[src/rtl/noc_pkg.sv]
// noc_pkg: flit format constants and demux state encoding shared by router ingress and NI receive side.
package noc_pkg;
   localparam int FLIT_W = 8;
   localparam int MAX_PAYLOAD = 4;
   localparam logic [5:0] HDR_TAG = 6'b101111;
   localparam logic [FLIT_W-1:0] TAIL_FLIT = 8'hFF;
   typedef enum logic [1:0] {ST_IDLE = 2'd0, ST_ROUTE = 2'd1, ST_DROP = 2'd2} demux_state_e;
endpackage

[src/rtl/noc_flit_demux_if.sv]
// noc_flit_demux_if: flit ingress handshake and four-port egress bundle of the demux.
interface noc_flit_demux_if;
   import noc_pkg::*;
   logic [FLIT_W-1:0] in_flit;
   logic              in_valid;
   logic              in_ready;
   logic [FLIT_W-1:0] out_flit;
   logic [3:0]        out_valid;
   logic [3:0]        out_ready;
   logic              busy;
   logic              hdr_err;
   modport master (output in_flit, in_valid, out_ready, input in_ready, out_flit, out_valid, busy, hdr_err);
   modport slave  (input in_flit, in_valid, out_ready, output in_ready, out_flit, out_valid, busy, hdr_err);
endinterface

[src/rtl/flit_fifo.sv]
// flit_fifo: first-word-fall-through FIFO; DEPTH must be a power of two and at least 2.
module flit_fifo #(
   parameter int W     = 8,
   parameter int DEPTH = 4
) (
   input  logic         clk,
   input  logic         rst_n,
   input  logic         push_i,
   input  logic         pop_i,
   input  logic [W-1:0] din_i,
   output logic [W-1:0] dout_o,
   output logic         full_o,
   output logic         empty_o
);
   localparam int AW = $clog2(DEPTH);
   typedef logic [AW:0] cnt_t;
   logic [W-1:0]  mem_q [DEPTH];
   logic [AW-1:0] wr_q, rd_q;
   cnt_t          cnt_q;
   assign dout_o  = mem_q[rd_q];
   assign full_o  = cnt_q == cnt_t'(DEPTH);
   assign empty_o = cnt_q == '0;
   always_ff @(posedge clk or negedge rst_n)
      if (!rst_n) begin
         wr_q  <= '0;
         rd_q  <= '0;
         cnt_q <= '0;
      end else begin
         if (push_i) wr_q <= wr_q + 1'b1;
         if (pop_i) rd_q <= rd_q + 1'b1;
         cnt_q <= cnt_q + cnt_t'(push_i) - cnt_t'(pop_i);
      end
   always_ff @(posedge clk)
      if (push_i) mem_q[wr_q] <= din_i;
endmodule

[src/rtl/noc_flit_demux.sv]
// noc_flit_demux: ingress FIFO plus wormhole steering of each packet to one of four ports.
// Define PKT_COUNT_EN to add per-port delivered-packet counters on pkt_count.
module noc_flit_demux import noc_pkg::*; #(
   parameter int FIFO_DEPTH = 4,
   parameter int NUM_PORTS  = 4
) (
   input logic clk,
   input logic rst_n,
   noc_flit_demux_if.slave bus
`ifdef PKT_COUNT_EN
   ,
   output logic [31:0] pkt_count
`endif
);
   localparam logic [1:0] IDLE  = ST_IDLE;
   localparam logic [1:0] ROUTE = ST_ROUTE;
   localparam logic [1:0] DROP  = ST_DROP;
   logic [FLIT_W-1:0]    head;
   logic                 empty, full, push, pop, tail;
   logic [1:0]           state_q, state_d, sel_q, sel_d;
   logic [2:0]           cnt_q, cnt_d;
   logic [NUM_PORTS-1:0] hot;
   flit_fifo #(.W(FLIT_W), .DEPTH(FIFO_DEPTH)) u_fifo (
      .clk     (clk),
      .rst_n   (rst_n),
      .push_i  (push),
      .pop_i   (pop),
      .din_i   (bus.in_flit),
      .dout_o  (head),
      .full_o  (full),
      .empty_o (empty)
   );
   assign push          = bus.in_valid && !full;
   // 8'hFF directly after the header is payload; the count forces a tail after four payloads
   assign tail          = (cnt_q != 3'd0 && head == TAIL_FLIT) || cnt_q == 3'(MAX_PAYLOAD);
   assign bus.in_ready  = !full;
   assign bus.out_flit  = empty ? '0 : head;
   assign bus.out_valid = hot;
   assign bus.busy      = state_q == ROUTE;
   always_comb begin
      state_d     = state_q;
      sel_d       = sel_q;
      cnt_d       = cnt_q;
      pop         = 1'b0;
      hot         = '0;
      bus.hdr_err = 1'b0;
      if (state_q == IDLE && !empty) begin
         cnt_d = '0;
         sel_d = head[1:0];
         if (head[7:2] == HDR_TAG) begin
            hot[head[1:0]] = 1'b1;
            pop            = bus.out_ready[head[1:0]];
            state_d        = pop ? ROUTE : IDLE;
         end else begin
            pop         = 1'b1;
            bus.hdr_err = 1'b1;
            state_d     = DROP;
         end
      end else if (state_q != IDLE && !empty) begin
         hot[sel_q] = state_q == ROUTE;
         pop        = state_q == DROP || bus.out_ready[sel_q];
         state_d    = pop && tail ? IDLE : state_q;
         cnt_d      = pop && !tail && cnt_q < 3'(MAX_PAYLOAD) ? cnt_q + 3'd1 : cnt_q;
      end
   end
   always_ff @(posedge clk or negedge rst_n)
      if (!rst_n) begin
         state_q <= IDLE;
         sel_q   <= '0;
         cnt_q   <= '0;
      end else begin
         state_q <= state_d;
         sel_q   <= sel_d;
         cnt_q   <= cnt_d;
      end
`ifdef PKT_COUNT_EN
   logic [31:0] pkt_q;
   assign pkt_count = pkt_q;
   always_ff @(posedge clk or negedge rst_n)
      if (!rst_n) pkt_q <= '0;
      else if (state_q == ROUTE && pop && tail) pkt_q[8*sel_q +: 8] <= pkt_q[8*sel_q +: 8] + 8'd1;
`endif
endmodule

[src/flat_wrapper.sv]
// flat-port wrapper written by rule: the top's interface ports become plain ports
module noc_flit_demux_flat import noc_pkg::*;
#(
   parameter int FIFO_DEPTH = 4,
   parameter int NUM_PORTS  = 4
)
  (clk, rst_n, bus_in_flit, bus_in_valid, bus_out_ready, bus_in_ready, bus_out_flit, bus_out_valid, bus_busy, bus_hdr_err);
  noc_flit_demux_if bus_i ();
  input logic clk;
  input logic rst_n;
  input wire logic [$bits(bus_i.in_flit)-1:0] bus_in_flit;
  input wire logic [$bits(bus_i.in_valid)-1:0] bus_in_valid;
  input wire logic [$bits(bus_i.out_ready)-1:0] bus_out_ready;
  output wire logic [$bits(bus_i.in_ready)-1:0] bus_in_ready;
  output wire logic [$bits(bus_i.out_flit)-1:0] bus_out_flit;
  output wire logic [$bits(bus_i.out_valid)-1:0] bus_out_valid;
  output wire logic [$bits(bus_i.busy)-1:0] bus_busy;
  output wire logic [$bits(bus_i.hdr_err)-1:0] bus_hdr_err;
  assign bus_i.in_flit = bus_in_flit;
  assign bus_i.in_valid = bus_in_valid;
  assign bus_i.out_ready = bus_out_ready;
  assign bus_in_ready = bus_i.in_ready;
  assign bus_out_flit = bus_i.out_flit;
  assign bus_out_valid = bus_i.out_valid;
  assign bus_busy = bus_i.busy;
  assign bus_hdr_err = bus_i.hdr_err;
  noc_flit_demux #(.FIFO_DEPTH(FIFO_DEPTH), .NUM_PORTS(NUM_PORTS)) u_core (.clk(clk), .rst_n(rst_n), .bus(bus_i));
endmodule
[config.mk]
export PLATFORM = sky130hd
export DESIGN_NAME = noc_flit_demux_flat
export DESIGN_NICKNAME = d
export VERILOG_FILES = /design/src/rtl/noc_pkg.sv /design/src/rtl/noc_flit_demux_if.sv /design/src/rtl/flit_fifo.sv /design/src/rtl/noc_flit_demux.sv /design/src/flat_wrapper.sv
export SDC_FILE = /design/constraint.sdc
export NUM_CORES = 1
export LEC_CHECK = 0
export BUFFER_PORTS_ARGS = -buffer_cell sky130_fd_sc_hd__buf_2
export CAP_MARGIN = 20
export CELL_PAD_IN_SITES_DETAIL_PLACEMENT = 1
export CELL_PAD_IN_SITES_GLOBAL_PLACEMENT = 1
export CORE_MARGIN = 3
export CORE_UTILIZATION = 40
export DETAILED_ROUTE_END_ITERATION = 10
export GPL_TIMING_DRIVEN = 0
export PLACE_DENSITY = 0.79
export SLEW_MARGIN = 0
export SYNTH_ARGS = -nofsm -noshare
export SYNTH_HDL_FRONTEND = slang
export SYNTH_SLANG_ARGS = --single-unit
[constraint.sdc]
create_clock -name clk -period 4 [get_ports clk]
set_clock_uncertainty 0.1 [all_clocks]
set_input_delay 0.8 -clock clk [delete_from_list [all_inputs] [get_ports clk]]
set_output_delay 0.8 -clock clk [all_outputs]
set_load 0.05 [all_outputs]
==> flow_metrics.tcl, run 1 <==
set metrics [dict create \
    synth_warnings 0 \
    place.gp.congestion 0.827 \
    clockBufferDepth 2 \
    fmax_mhz 290 \
    grt_max_degree 15 \
    grt_pass1_vias 1489 \
    irDropWorstVdd_uv 306 \
    postCtsSetupBuffers 0 \
    power_mw 2.14 \
    syn_to_final_growth_pct 14.2 \
    worst_pin_slew_ns 0.696 \
    gr-total-overflow 0 \
    synth_cell_types 41 \
    r2r_start "u_core.u_fifo.rd_q[0]" \
    first_pass_iters 4 \
    ys_ff_latch 46 \
    cts.reportedPaths.clkPinSlew_ns 0.08 \
    synthesis.area_sq_um 2230 \
    nets 213 \
    dr.first_iter.drc_count 42 \
    die_x_um 80.6 \
    slew_viol_final 0 \
    finalSetupViolCount 0 \
    post-dp-hpwl_um 3360 \
    slew_headroom_pct 53.1 \
    r2r-end "u_core.u_fifo.cnt_q[2]" \
    htreeDepth 2 \
    min_period_ns 3.44 \
    multi_input_area_sq_um 856 \
    ant_nets 0 \
    design.core.area_sq_um 5240 \
    place_area_sq_um 2460 \
    r2r_slack_ns 0.85 \
    grt.total_usage_pct 15.6 \
    min_path_type "input port to async pin" \
    worstSkewPairLatency_ns 0.30 \
    fillerInstances 543 \
    wl_per_cell_um 17.0 \
    root_buffer "clkbuf_8" \
    required_ns 3.10 \
    cts.sinks 46 \
    max_stage_delay_ns 0.58 \
    ios 30 \
    hold_viol 0 \
    crit_path_start_kind "flip-flop" \
    dp_slack_ns 0.837 \
    period_share_pct 86.1 \
    endpoint_kind "primary output" \
    cp_cell_sequence "buf_6, mux4_2, nor3_4, nand2_2, o31ai_1, buf_2" \
    start_util_pct 42.5 \
    fp.dieArea_sq_um 6500 \
    critical_path.slowest_cell "mux4_2" \
    instances_no_fill 260 \
    drc_errors 0 \
    fin_area_sq_um 2540 \
    fin_worst_hold_slack_ns 0.294 \
    finalSetupTns_ns 0 \
    r2r_cells 10 \
    synthArstFlopShare_pct 30.4 \
    via_per_inst 5.21 \
    power.leakage_nw 1.04 \
    synth_ff_type "edfxtp_1" \
    finish.utilization_pct 48.6 \
    rsz0062_at_grt "false" \
    num_rows 26 \
    path_class "flip-flop to primary output" \
    synth_fp_nets 177 \
    synth_area_leaders "edfxtp_1, dfrtp_1, mux4_1" \
    critPathMaxFanout 10 \
    die_y_um 80.6 \
    timing.max_cap.violations 0 \
    fin_ws_ns 0.557 \
    status "complete, no violations" \
    numPortBuffers 29 \
    vias 1355 \
    ys_seq_area_share_pct 58.9 \
    dp_cells 252 \
    synthCells 153 \
    cp.arrival_ns 2.54 \
    hold_buffers 0 \
    regArea_sq_um 1310 \
    synth_top_cell_area_share_pct 43.1 \
    routed_wl_um 4420 \
    num_antenna_cells 0 \
    grt_pass1_wl_um 7400 \
    final_layout_size_suffix_gt1_share_pct 24.7 \
    cts_made_buffers 5 \
    postCtsResizedCells 0 \
    syn_avg_cell_area_sq_um 14.6 \
    cts_tree "built" \
    synth-edff-count 32 \
    power.density_nw_per_um2 840 \
    antenna_found_initial 0 \
    synth_top_area_cell "edfxtp_1" \
]
==> synthesized netlist by cell type, types with 2 or more instances <==
master    instances
inv_1            10
nor2_1            7
mux2i_1           3
dfrtp_1          14
mux4_2            2
xnor2_1           4
nand2_1          11
and3_1            4
nand3_1           4
nor3_1            3
mux4_1            7
o31ai_1           2
edfxtp_1         32
o21ai_0           5
nor2b_1           2
ha_1              8
xor2_1            2
nand2_2           2
and2_1            9
==> cells in the final DEF, fill, tap and decap left out, drive strengths merged, types with 3 or more instances in the layout <==
cell type,netlist,layout
and2,9,9
and3,4,4
buf,1,30
clkbuf,2,9
dfrtp,14,14
edfxtp,32,32
ha,8,8
inv,10,10
mux2i,3,3
mux4,9,9
nand2,13,13
nand3,5,5
nor2,7,7
nor3,4,4
o21ai,6,6
xnor2,4,4
==> metal layers <==
layer  track usage [%]  vias to the layer above  routed length [um]  share of wire (%)
met1              16.8                      687                1690                 38
met3              4.04                        7                 164                3.7
met4              5.24                        0                  58                1.3
met2              29.5                       21                2510                 57
met5                 0                        -                   0                  0
li1                  -                      640                   -                  -
==> kinds of logic (layout without fill, tap and decap cells) <==
kind of cell | Yosys count | in the layout | share of synthesized area [%]
buffers and inverters | 13 | 50 | 2.70
multiplexers | 14 | 14 | 12.8
flip-flops | 46 | 46 | 58.9
AO/OA/AOI/OAI | 17 | 17 | 6.01
AND/OR/NAND/NOR | 48 | 48 | 11.9
adder cells (fa/ha/maj) | 9 | 9 | 5.39
XOR/XNOR | 6 | 6 | 2.36
==> registers in the layout, indices dropped and copies added, names as in the netlist <==
signal and count:
u_core.u_fifo.mem_q 32, u_core.cnt_q 3, u_core.u_fifo.cnt_q 3, u_core.sel_q 2
u_core.state_q 2, u_core.u_fifo.rd_q 2, u_core.u_fifo.wr_q 2
==> worst max-delay path: cells and delay by family, from the launching register on <==
kind            cells  cell delay, ns
compound gates      1            0.28
buf+inv             2            0.50
flops               1            0.42
mux                 1            0.58
simple gates        2            0.47
==> worst max path at each step <==
| stage | from | end | cells after the start |
|---|---|---|---|
| after floorplan | u_core.u_fifo.rd_q[0] | bus_out_valid[1] | 5 |
| after global placement | u_core.u_fifo.rd_q[0] | u_core.u_fifo.cnt_q[2] | 10 |
| after detailed placement | u_core.u_fifo.rd_q[0] | u_core.u_fifo.cnt_q[2] | 10 |
| after CTS | u_core.u_fifo.rd_q[0] | bus_out_valid[1] | 6 |
| after global routing | u_core.u_fifo.rd_q[0] | bus_out_valid[1] | 6 |
| final | u_core.u_fifo.rd_q[0] | bus_out_valid[1] | 6 |
==> report_power, final <==
group          switching (mW)  internal [mW]  leakage (nW)
clock                   0.150          0.124        0.0385
combinational           0.730          0.386         0.538
sequential             0.0899          0.657         0.462
total                   0.970           1.17          1.04
==> final cells by class <==
| type | instances | area share, % |
|---|---|---|
| sequential | 46 | 51.5 |
| multi-input combinational | 94 | 33.6 |
| timing repair buffer | 29 | 5.71 |
| tap | 70 | 3.44 |
| clock buffer | 7 | 3.00 |
| inverter | 10 | 1.48 |
| buffer | 3 | 0.885 |
| clock inverter | 1 | 0.295 |
Note: power is estimated with default switching activity, not from simulation.
==> run 2: changes to the inputs <==
SYNTH_HIERARCHICAL = 1   (was default)
==> flow_metrics.tcl, run 2 <==
set metrics [dict create \
    switching_power_mw 0.972 \
    critical_path.slowest_cell "mux4_2" \
    post-dp-hpwl_um 3640 \
    ys_seq_area_share_pct 60.4 \
    num_antenna_cells 0 \
    min_path_type "input port to async pin" \
    hold_viol 0 \
    synth-edff-count 32 \
    fmax_mhz 290 \
    power.leakage_nw 1.02 \
    root_buffer "clkbuf_8" \
    rsz0062_at_grt "false" \
    path_class "flip-flop to flip-flop" \
    drc_errors 0 \
    critPathMaxFanout 10 \
    cp_top_family "multiplexers" \
    cts_made_buffers 5 \
    numPortBuffers 29 \
    cts.sinks 46 \
    grt_pass1_vias 1539 \
    wl_per_cell_um 18.5 \
    top_regs "u_core/u_fifo/mem_q: 32 flops, u_core/cnt_q: 3 flops, u_core/u_fifo/cnt_q: 3 flops" \
    seqPwrFrac_pct 33.7 \
    synth_most_common_cell "edfxtp_1" \
    finalSetupTns_ns 0 \
    synth_top_area_cell "edfxtp_1" \
    dr_wl_met2_um 2720 \
    die_x_um 79.6 \
    period_share_pct 86.1 \
    ios 30 \
    cp_cell_sequence "buf_6, mux4_2, mux4_2, nand2_1, o21ai_0, o21bai_1, ha_1, inv_1, ha_1, fa_1, xor2_1, xnor2_1" \
    finalSetupViolCount 0 \
    synthArstFlopShare_pct 30.4 \
    swShare_pct 44.4 \
    endpoint_kind "flip-flop" \
    required_ns 4.09 \
    first_pass_iters 4 \
    gr-total-overflow 0 \
    synth_cell_types 37 \
    power_mw 2.19 \
    syn_to_final_growth_pct 15.8 \
    grt.total_usage_pct 16.4 \
    clockBufferDepth 2 \
    ant_nets 0 \
    htreeDepth 2 \
    design.core.area_sq_um 5170 \
    crit_path_start_kind "flip-flop" \
    postCtsResizedCells 0 \
    cp.arrival_ns 3.53 \
    grt_max_degree 15 \
    slew_viol_final 0 \
    grt_pass1_wl_um 7730 \
    vias 1371 \
    num_rows 26 \
    wl_met1_um 1910 \
    top_register "u_core/u_fifo/mem_q" \
    ys_ff_latch 46 \
    routed_wl_um 4800 \
    ys_top_cells_by_count "edfxtp_1, inv_1, dfrtp_1, nand2_1, mux4_2" \
    power.internal_mw 1.22 \
    hold_buffers 0 \
    fin_area_sq_um 2510 \
    synth_ff_type "edfxtp_1" \
    cts.reportedPaths.clkPinSlew_ns 0.08 \
    start_util_pct 41.9 \
    syn_avg_cell_area_sq_um 14.3 \
    via_per_inst 5.29 \
    nets 212 \
    synth_top_cell_area_share_pct 44.3 \
    die_y_um 79.6 \
    min_period_ns 3.44 \
    synth_warnings 6 \
    max_stage_delay_ns 0.61 \
    timing.max_cap.violations 0 \
    topRoutingLayerUsed "met4" \
    irDropWorstVdd_uv 454 \
    slew_headroom_pct 65.6 \
    antenna_found_initial 0 \
    synth_fp_nets 176 \
    power.density_nw_per_um2 871 \
    critPathBufInv 2 \
    wl_met3_um 147 \
    place.gp.congestion 0.771 \
    pwr-share-clk_pct 15.5 \
    status "complete, no violations" \
    final_common_cell "edfxtp_1" \
    fillerInstances 528 \
    dr.first_iter.drc_count 48 \
    synthesis.area_sq_um 2170 \
    postCtsSetupBuffers 0 \
    cts_tree "built" \
    worst_pin_slew_ns 0.515 \
    fp.dieArea_sq_um 6340 \
    place_area_sq_um 2400 \
    layout_common_cells "edfxtp_1, buf_2, inv_1" \
    synth_area_leaders "edfxtp_1, dfrtp_1, mux4_2" \
    pwr-share-comb_pct 50.8 \
    synthCells 152 \
    worstSkewPairLatency_ns 0.29 \
    final_layout_size_suffix_gt1_share_pct 27.0 \
    largest_reg_flops 32 \
]
run 2: changes by cell type after synthesis, sizes merged, moves of 4 or more:
cell	previous run	this run
nor2b	2	6
inv	10	16
and3	4	0
and2	9	4
run 2: stage by stage:
stage | setup slack [ns] | util, % | instances | hold slack, ns
3_5_place_dp | 0.569 | 46.4 | 251 | 0.412
6_report | 0.556 | 48.6 | 259 | 0.294
4_1_cts | 0.531 | 48.6 | 259 | 0.293
3_3_place_gp | 0.653 | 46.4 | 251 | 0.378
2_1_floorplan | 0.844 | - | 152 | 0.361
5_1_grt | 0.375 | 48.6 | 259 | 0.307
run 2: per-layer routing:
metal  vias up  GRT usage (%)
met1       713           18.9
met4         0           5.15
met2        33           30.0
met5         -              0
met3         2           3.84
li1        623              -
run 2: final cells by class:
type,instances,area (sq um),share of cell area (%)
buffer,4,31.3,1.25
inverter,16,60.1,2.39
clock inverter,2,37.5,1.49
sequential,46,1310,52.2
tap,70,87.6,3.49
multi-input combinational,86,767,30.5
clock buffer,6,72.6,2.89
timing repair buffer,29,145,5.78
run 2: power groups by stage:
stage,sequential [mW],combinational [mW],clock [mW]
2_1_floorplan,0.721,0.850,0
3_3_place_gp,0.733,1.04,0
3_5_place_dp,0.749,1.12,0
4_1_cts,0.738,1.13,0.353
5_1_grt,0.755,1.21,0.368
6_report,0.737,1.11,0.340
run 2: worst register-to-register path, stage by stage (launching register included):
cell      delay, ns
dfrtp_1        0.35
buf_6          0.18
mux4_2         0.61
mux4_2         0.48
nand2_1        0.08
o21ai_0        0.07
o21bai_1       0.25
ha_1           0.32
inv_1          0.04
ha_1           0.19
fa_1           0.38
xor2_1         0.16
xnor2_1        0.12
run 2: final timing paths:
kind | start | to | slack (ns) | cells past startpoint
worst max-delay path | u_core/u_fifo/rd_q[0] | u_core/u_fifo/cnt_q[2] | 0.56 | 12
min in group clk | u_core/u_fifo/cnt_q[2] | u_core/u_fifo/cnt_q[2] | 0.42 | 1
max in group asynchronous | rst_n | u_core/sel_q[1] | 3.26 | 1
worst max register to register | u_core/u_fifo/rd_q[0] | u_core/u_fifo/cnt_q[2] | 0.56 | 12
worst min-delay path | rst_n | u_core/u_fifo/cnt_q[2] | 0.29 | 1
worst min register to register | u_core/u_fifo/cnt_q[2] | u_core/u_fifo/cnt_q[2] | 0.42 | 1
run 2: logic make-up after synthesis:
kind of cell	synth area share, %
AOI/OAI and AO/OA	4.79
xor gates and xnor gates	2.02
adders and majority gates	5.54
buffers and inverters	4.21
DFF	60.4
muxes	11.2
and+or+nand+nor	11.8
